`config.mk`:
```
export PLATFORM = sky130hd
export DESIGN_NAME = pattern_frame_tx_flat
export DESIGN_NICKNAME = d
export VERILOG_FILES = /design/src/rtl/pattern_frame_tx_pkg.sv /design/src/rtl/pattern_frame_tx_if.sv /design/src/rtl/pattern_frame_tx_piso_shift.sv /design/src/rtl/pattern_frame_tx.sv /design/src/flat_wrapper.sv
export SDC_FILE = /design/constraint.sdc
export NUM_CORES = 1
export LEC_CHECK = 0
export ABC_AREA = 1
export CAP_MARGIN = 20
export CORE_ASPECT_RATIO = 1.4
export CORE_MARGIN = 4
export CORE_UTILIZATION = 40
export CTS_CLUSTER_SIZE = 28
export DETAILED_ROUTE_END_ITERATION = 8
export GPL_ROUTABILITY_DRIVEN = 0
export HOLD_SLACK_MARGIN = 0.08
export SLEW_MARGIN = 15
export SYNTH_ARGS = -nofsm -noshare
export SYNTH_HDL_FRONTEND = slang
export SYNTH_HIERARCHICAL = 1
export SYNTH_SLANG_ARGS = --single-unit
```
`constraint.sdc`:
```
create_clock -name clk -period 2 [get_ports clk]
set_input_delay 0.5 -clock clk [delete_from_list [all_inputs] [get_ports clk]]
set_output_delay 0.5 -clock clk [all_outputs]
set_load 0.02 [all_outputs]
```
`src/rtl/pattern_frame_tx_pkg.sv`:
```
`default_nettype none
// ============================================================================
// Module   : pattern_frame_tx_pkg
// Purpose  : Shared constants for the 11011 framing link (transmitter side and
//            detector side agree on the sync pattern through this package).
// Revision : 1.0 - initial release
// ============================================================================
package pattern_frame_tx_pkg;

    // Transmitter FSM state encoding
    localparam logic [1:0] ST_IDLE   = 2'd0;
    localparam logic [1:0] ST_SYNC   = 2'd1;
    localparam logic [1:0] ST_DATA   = 2'd2;
    localparam logic [1:0] ST_PARITY = 2'd3;

    // Default sync word shared with the receiving detector
    localparam int                    SYNC_W_DEF   = 5;
    localparam logic [SYNC_W_DEF-1:0] SYNC_PAT_DEF = 5'b11011;

    // Bit counter width: clog2 of the longer of the two counted phases, at least 1
    function automatic int cnt_width(input int a, input int b);
        int m;
        int w;
        m = (a > b) ? a : b;
        w = $clog2(m);
        return (w < 1) ? 1 : w;
    endfunction

endpackage
`default_nettype wire

```
`src/rtl/pattern_frame_tx_if.sv`:
```
`default_nettype none
// ============================================================================
// Module   : pattern_frame_tx_if
// Purpose  : Payload handshake and serial-output bundle of the frame
//            transmitter. master = payload source / link observer,
//            slave = transmitter.
// Revision : 1.0 - initial release
// ============================================================================
interface pattern_frame_tx_if #(
    parameter int DATA_W = 8
);
    logic [DATA_W-1:0] data_in;
    logic              data_valid;
    logic              data_ready;
    logic              out;
    logic              out_valid;
    logic              sync_phase;
    logic              frame_done;
    logic              busy;

    modport master (
        output data_in, data_valid,
        input  data_ready, out, out_valid, sync_phase, frame_done, busy
    );

    modport slave (
        input  data_in, data_valid,
        output data_ready, out, out_valid, sync_phase, frame_done, busy
    );
endinterface
`default_nettype wire

```
`src/rtl/pattern_frame_tx_piso_shift.sv`:
```
`default_nettype none
// ============================================================================
// Module   : piso_shift
// Purpose  : Parallel-load, MSB-first shift register. Load wins over shift;
//            zeros are shifted in at the LSB end.
// Revision : 1.0 - initial release
// ============================================================================
module piso_shift #(
    parameter int W = 12
) (
    input  wire logic         clk,
    input  wire logic         rst,
    input  wire logic         load_i,
    input  wire logic         shift_i,
    input  wire logic [W-1:0] par_i,
    output logic              ser_o
);

    logic [W-1:0] sh_q;

    // Parallel load or single-bit left shift
    always_ff @(posedge clk or posedge rst) begin
        if (rst) begin
            sh_q <= '0;
        end else if (load_i) begin
            sh_q <= par_i;
        end else if (shift_i) begin
            sh_q <= {sh_q[W-2:0], 1'b0};
        end
    end

    assign ser_o = sh_q[W-1];

endmodule
`default_nettype wire

```
`src/rtl/pattern_frame_tx.sv`:
```
`default_nettype none
// ============================================================================
// Module   : pattern_frame_tx
// Purpose  : Serial framing transmitter: sync pattern, MSB-first payload, even
//            parity bit, one bit per clock, back-to-back frames supported.
// Revision : 1.0 - initial release
// ============================================================================
module pattern_frame_tx
    import pattern_frame_tx_pkg::*;
#(
    parameter int                DATA_W   = 8,
    parameter int                SYNC_W   = SYNC_W_DEF,
    parameter logic [SYNC_W-1:0] SYNC_PAT = SYNC_PAT_DEF,
    parameter logic              IDLE_BIT = 1'b0
) (
    input  wire logic       clk,
    input  wire logic       rst,
    pattern_frame_tx_if.slave bus
);

    localparam int CNT_W = cnt_width(SYNC_W, DATA_W);
    // The first sync bit goes straight to out on acceptance, so the shifter
    // only holds the remaining sync bits followed by the payload.
    localparam int SH_W  = SYNC_W - 1 + DATA_W;

    logic [1:0]       state_q, state_d;
    logic [CNT_W-1:0] cnt_q, cnt_d;
    logic             parity_q, parity_d;
    logic             out_q, out_d;
    logic             out_valid_q, out_valid_d;
    logic             sync_phase_q, sync_phase_d;
    logic             frame_done_q, frame_done_d;
    logic             busy_q, busy_d;

    logic             w_ready;
    logic             w_accept;
    logic             w_load;
    logic             w_shift;
    logic             w_ser;
    logic [SH_W-1:0]  w_load_val;

    assign w_ready    = !rst && ((state_q == ST_IDLE) || (state_q == ST_PARITY));
    assign w_accept   = w_ready && bus.data_valid;
    assign w_load_val = {SYNC_PAT[SYNC_W-2:0], bus.data_in};

    piso_shift #(.W(SH_W)) u_piso (
        .clk     (clk),
        .rst     (rst),
        .load_i  (w_load),
        .shift_i (w_shift),
        .par_i   (w_load_val),
        .ser_o   (w_ser)
    );

    // Next-state, next-output and parity accumulation
    always_comb begin
        state_d      = state_q;
        cnt_d        = cnt_q;
        parity_d     = parity_q;
        out_d        = out_q;
        out_valid_d  = out_valid_q;
        sync_phase_d = sync_phase_q;
        frame_done_d = 1'b0;
        busy_d       = busy_q;
        w_load       = 1'b0;
        w_shift      = 1'b0;
        case (state_q)
            ST_IDLE, ST_PARITY: begin
                if (w_accept) begin
                    state_d      = ST_SYNC;
                    cnt_d        = CNT_W'(SYNC_W - 1);
                    parity_d     = 1'b0;
                    out_d        = SYNC_PAT[SYNC_W-1];
                    out_valid_d  = 1'b1;
                    sync_phase_d = 1'b1;
                    busy_d       = 1'b1;
                    w_load       = 1'b1;
                end else begin
                    state_d      = ST_IDLE;
                    out_d        = IDLE_BIT;
                    out_valid_d  = 1'b0;
                    sync_phase_d = 1'b0;
                    busy_d       = 1'b0;
                end
            end
            ST_SYNC: begin
                w_shift = 1'b1;
                out_d   = w_ser;
                if (cnt_q == '0) begin
                    state_d      = ST_DATA;
                    cnt_d        = CNT_W'(DATA_W - 1);
                    sync_phase_d = 1'b0;
                end else begin
                    cnt_d = cnt_q - CNT_W'(1);
                end
            end
            ST_DATA: begin
                // out_q is the payload bit currently on the line
                parity_d = parity_q ^ out_q;
                if (cnt_q == '0) begin
                    state_d      = ST_PARITY;
                    out_d        = parity_q ^ out_q;
                    frame_done_d = 1'b1;
                end else begin
                    w_shift = 1'b1;
                    out_d   = w_ser;
                    cnt_d   = cnt_q - CNT_W'(1);
                end
            end
            default: begin
                state_d = ST_IDLE;
            end
        endcase
    end

    // State and registered outputs
    always_ff @(posedge clk or posedge rst) begin
        if (rst) begin
            state_q      <= ST_IDLE;
            cnt_q        <= '0;
            parity_q     <= 1'b0;
            out_q        <= IDLE_BIT;
            out_valid_q  <= 1'b0;
            sync_phase_q <= 1'b0;
            frame_done_q <= 1'b0;
            busy_q       <= 1'b0;
        end else begin
            state_q      <= state_d;
            cnt_q        <= cnt_d;
            parity_q     <= parity_d;
            out_q        <= out_d;
            out_valid_q  <= out_valid_d;
            sync_phase_q <= sync_phase_d;
            frame_done_q <= frame_done_d;
            busy_q       <= busy_d;
        end
    end

    assign bus.data_ready = w_ready;
    assign bus.out        = out_q;
    assign bus.out_valid  = out_valid_q;
    assign bus.sync_phase = sync_phase_q;
    assign bus.frame_done = frame_done_q;
    assign bus.busy       = busy_q;

endmodule
`default_nettype wire
```
`src/flat_wrapper.sv`:
```
// flat-port wrapper written by rule: the top's interface ports become plain ports
module pattern_frame_tx_flat import pattern_frame_tx_pkg::*;
#(
    parameter int                DATA_W   = 8,
    parameter int                SYNC_W   = SYNC_W_DEF,
    parameter logic [SYNC_W-1:0] SYNC_PAT = SYNC_PAT_DEF,
    parameter logic              IDLE_BIT = 1'b0
)
  (clk, rst, bus_data_in, bus_data_valid, bus_data_ready, bus_out, bus_out_valid, bus_sync_phase, bus_frame_done, bus_busy);
  pattern_frame_tx_if #(.DATA_W(DATA_W)) bus_i ();
  input  wire logic clk;
  input  wire logic rst;
  input wire logic [$bits(bus_i.data_in)-1:0] bus_data_in;
  input wire logic [$bits(bus_i.data_valid)-1:0] bus_data_valid;
  output wire logic [$bits(bus_i.data_ready)-1:0] bus_data_ready;
  output wire logic [$bits(bus_i.out)-1:0] bus_out;
  output wire logic [$bits(bus_i.out_valid)-1:0] bus_out_valid;
  output wire logic [$bits(bus_i.sync_phase)-1:0] bus_sync_phase;
  output wire logic [$bits(bus_i.frame_done)-1:0] bus_frame_done;
  output wire logic [$bits(bus_i.busy)-1:0] bus_busy;
  assign bus_i.data_in = bus_data_in;
  assign bus_i.data_valid = bus_data_valid;
  assign bus_data_ready = bus_i.data_ready;
  assign bus_out = bus_i.out;
  assign bus_out_valid = bus_i.out_valid;
  assign bus_sync_phase = bus_i.sync_phase;
  assign bus_frame_done = bus_i.frame_done;
  assign bus_busy = bus_i.busy;
  pattern_frame_tx #(.DATA_W(DATA_W), .SYNC_W(SYNC_W), .SYNC_PAT(SYNC_PAT), .IDLE_BIT(IDLE_BIT)) u_core (.clk(clk), .rst(rst), .bus(bus_i));
endmodule
```
==> run metrics <==
maximum clock insertion buffer count 2; Final setup viols 0; Final Critical Period 1.84 ns; Post-Synth XOR/XNOR Area 0%; Pwr Density 1490 nW/µm²; antenna violations before repair 0; Crit Path Max Fanout 2; Sum Neg Setup Slack 0 ns; Syn Area/Cell 7.70 µm²; CTS tree yes; largest family of logic cells by synthesized area simple AND/OR/NAND/NOR gates; CORE AREA 2700 µm²; FMAX 545 MHz; root buf cell clkbuf_4; TritonRoute pass-1 iters 4; layout cells sized above 1 11.8%; worst clock skew 0.00789 ns; mux contribution to synthesized area 0%; delay-heaviest family, CP flip-flops; CP most frequent cell inv_1; Synth Area in Simple Gates 34.6%; largest net degree at the start of global routing 13; vias 1004; Synth area leader dfrtp_1; average wire per standard cell 10.5 µm; Leak Pwr 0.760 nW; Max Cap Viol 0; Clock transition at path regs 0.12 ns; dominant cells by area after synthesis dfrtp_1, nand2_1, nand3_1; commonest non-fill, non-tap cells in the layout nand2_1, nand3_1, dfrtp_1; global-route wire length before repair 4110 µm; number of inserted diodes 0; critical path start-end classification reg -> out; All-Layer GR Usage 14.2%; maximum VDD drop 0.852 mV; Synth Area in Compound Gates 3.23%; # rows 22; post-synth top area share 47.4%; depth of the CTS H-tree 1; CP Capture Type output port; grt total ovfl 0; DRC 0; Num CTS Buffers 3; commonest non-fill, non-tap cell in the layout nand2_1; final worst path period share 91.8%; non-filler cells, final 214; register area share after synthesis 47.4%; Yosys warnings 6; Cell Area, Synth 1160 µm²; post-synthesis cell count 151; Starting Density 43.1%; RSZ-0062 raised after global routing false; nets 194; ANT nets after route 0; die height 71.8 µm; hold buffers post-CTS 0; worst hold path class reg -> reg; Final HPWL DP 1820 µm; I/O pin total 17; number of global-route vias before repair 1049; Area Growth Syn to Fin 24.0%; Port Buffers 16; Worst-Skew Late Latency 0.31 ns; worst path bufs/invs 3; Arr. time, crit path 1.34 ns; post-synthesis adder-cell area fraction 4.31%; Final Hold Vio Count 0; Die Wd 53.6 µm; routed wire length 2250 µm; CP Launch Type flop; drt first-iter violations 30; Cell Chain, Critical Path inv_1 > ha_1 > inv_1 > nor2_1 > clkbuf_2; WP data required 1.50 ns; Inst Count DP 210; Die ar. 3840 µm²; Unique masters post-synth 18; Crit-path slowest cell dfrtp_1; clock sink count 22; delay of the slowest critical-path stage 0.37 ns; number of synthesized register bits 22; fin. max-slew vios 0; status complete, no violations; via/cell ratio 4.69
==> tightest hold or removal path, cell delays in order (launching register included) <==
cell and delay, ns:
dfrtp_1 0.37, nand2_1 0.05, nand3_1 0.05
==> metrics by stage <==
step / area (µm²) / power (mW) / hold WS (ns) / worst slack, ns / util (%)
floorplan: 1170 / 1.57 / 0.365 / 0.328 / -
global placement: 1410 / 1.91 / 0.466 / -0.127 / 52.3
detailed placement: 1410 / 1.94 / 0.473 / -0.151 / 52.3
CTS: 1450 / 2.19 / 0.505 / 0.00197 / 53.6
global route: 1440 / 2.40 / 0.528 / 0.0891 / 53.4
finish: 1440 / 2.15 / 0.496 / 0.164 / 53.4
==> area by class of cell <==
type | instances | area (µm²)
inverters | 20 | 75.1
clock buffers | 4 | 36.3
repair buffers | 26 | 230
well taps | 36 | 45.0
fillers | 284 | 1260
multi-input cells | 106 | 504
flip-flops and latches | 22 | 551
==> worst paths after layout <==
check                                            start                      to  slack [ns]  cells past startpoint
worst max-delay path                 u_core/state_q[0]          bus_data_ready        0.16                      5
worst min-delay path            u_core/u_piso/sh_q[11]  u_core/u_piso/sh_q[11]        0.50                      2
worst max register to register       u_core/state_q[1]   u_core/u_piso/sh_q[1]        0.42                      9
worst min register to register  u_core/u_piso/sh_q[11]  u_core/u_piso/sh_q[11]        0.50                      2
max in group asynchronous                          rst   u_core/u_piso/sh_q[3]        1.02                      3
min in group asynchronous                          rst   u_core/u_piso/sh_q[4]        0.65                      3
==> logic make-up (layout without fill, tap and decap cells) <==
group / after synthesis / after routing
adder cells (fa/ha/maj): 4 / 4
buffers and inverters: 25 / 50
other: 2 / 4
AND/OR/NAND/NOR: 91 / 91
flip-flops: 22 / 22
AO/OA/AOI/OAI: 7 / 7
==> sequential cells by signal, indices dropped and copies added (netlist names) <==
| signal | flops |
|---|---|
| u_core/bus.busy | 1 |
| u_core/bus.out | 1 |
| u_core/cnt_q | 3 |
| u_core/u_piso/sh_q | 12 |
| u_core/parity_q | 1 |
| u_core/bus.frame_done | 1 |
| u_core/bus.sync_phase | 1 |
| u_core/state_q | 2 |
==> repair_timing <==
action / CTS / global route
endpoints found under the setup margin: 1 / 1
buffers inserted: 0 / 0
pin swaps: 0 / 0
hold endpoints to repair: 0 / 0
resized for setup: 2 / 1
==> cell usage after synthesis (all sizes together) <==
master  number
ha           4
buf          5
o21ai        6
dfrtp       22
o211ai       1
nor2         6
conb         2
inv         20
nand2       57
nand3       28
==> per-layer routing <==
| metal | global-route usage, % | share of wire [%] | vias up |
|---|---|---|---|
| li1 | - | - | 515 |
| met1 | 13.6 | 38 | 468 |
| met2 | 28.2 | 56 | 17 |
| met3 | 1.87 | 3.7 | 4 |
| met4 | 5.97 | 1.5 | 0 |
| met5 | 0 | 0 | - |
==> power by group <==
group          switching (mW)  leakage, nW  total (mW)  internal (mW)
clock network           0.134       0.0210       0.245          0.111
logic                   0.696        0.457        1.18          0.480
registers              0.0944        0.282       0.725          0.630
Power figures use the tool's default switching activity.
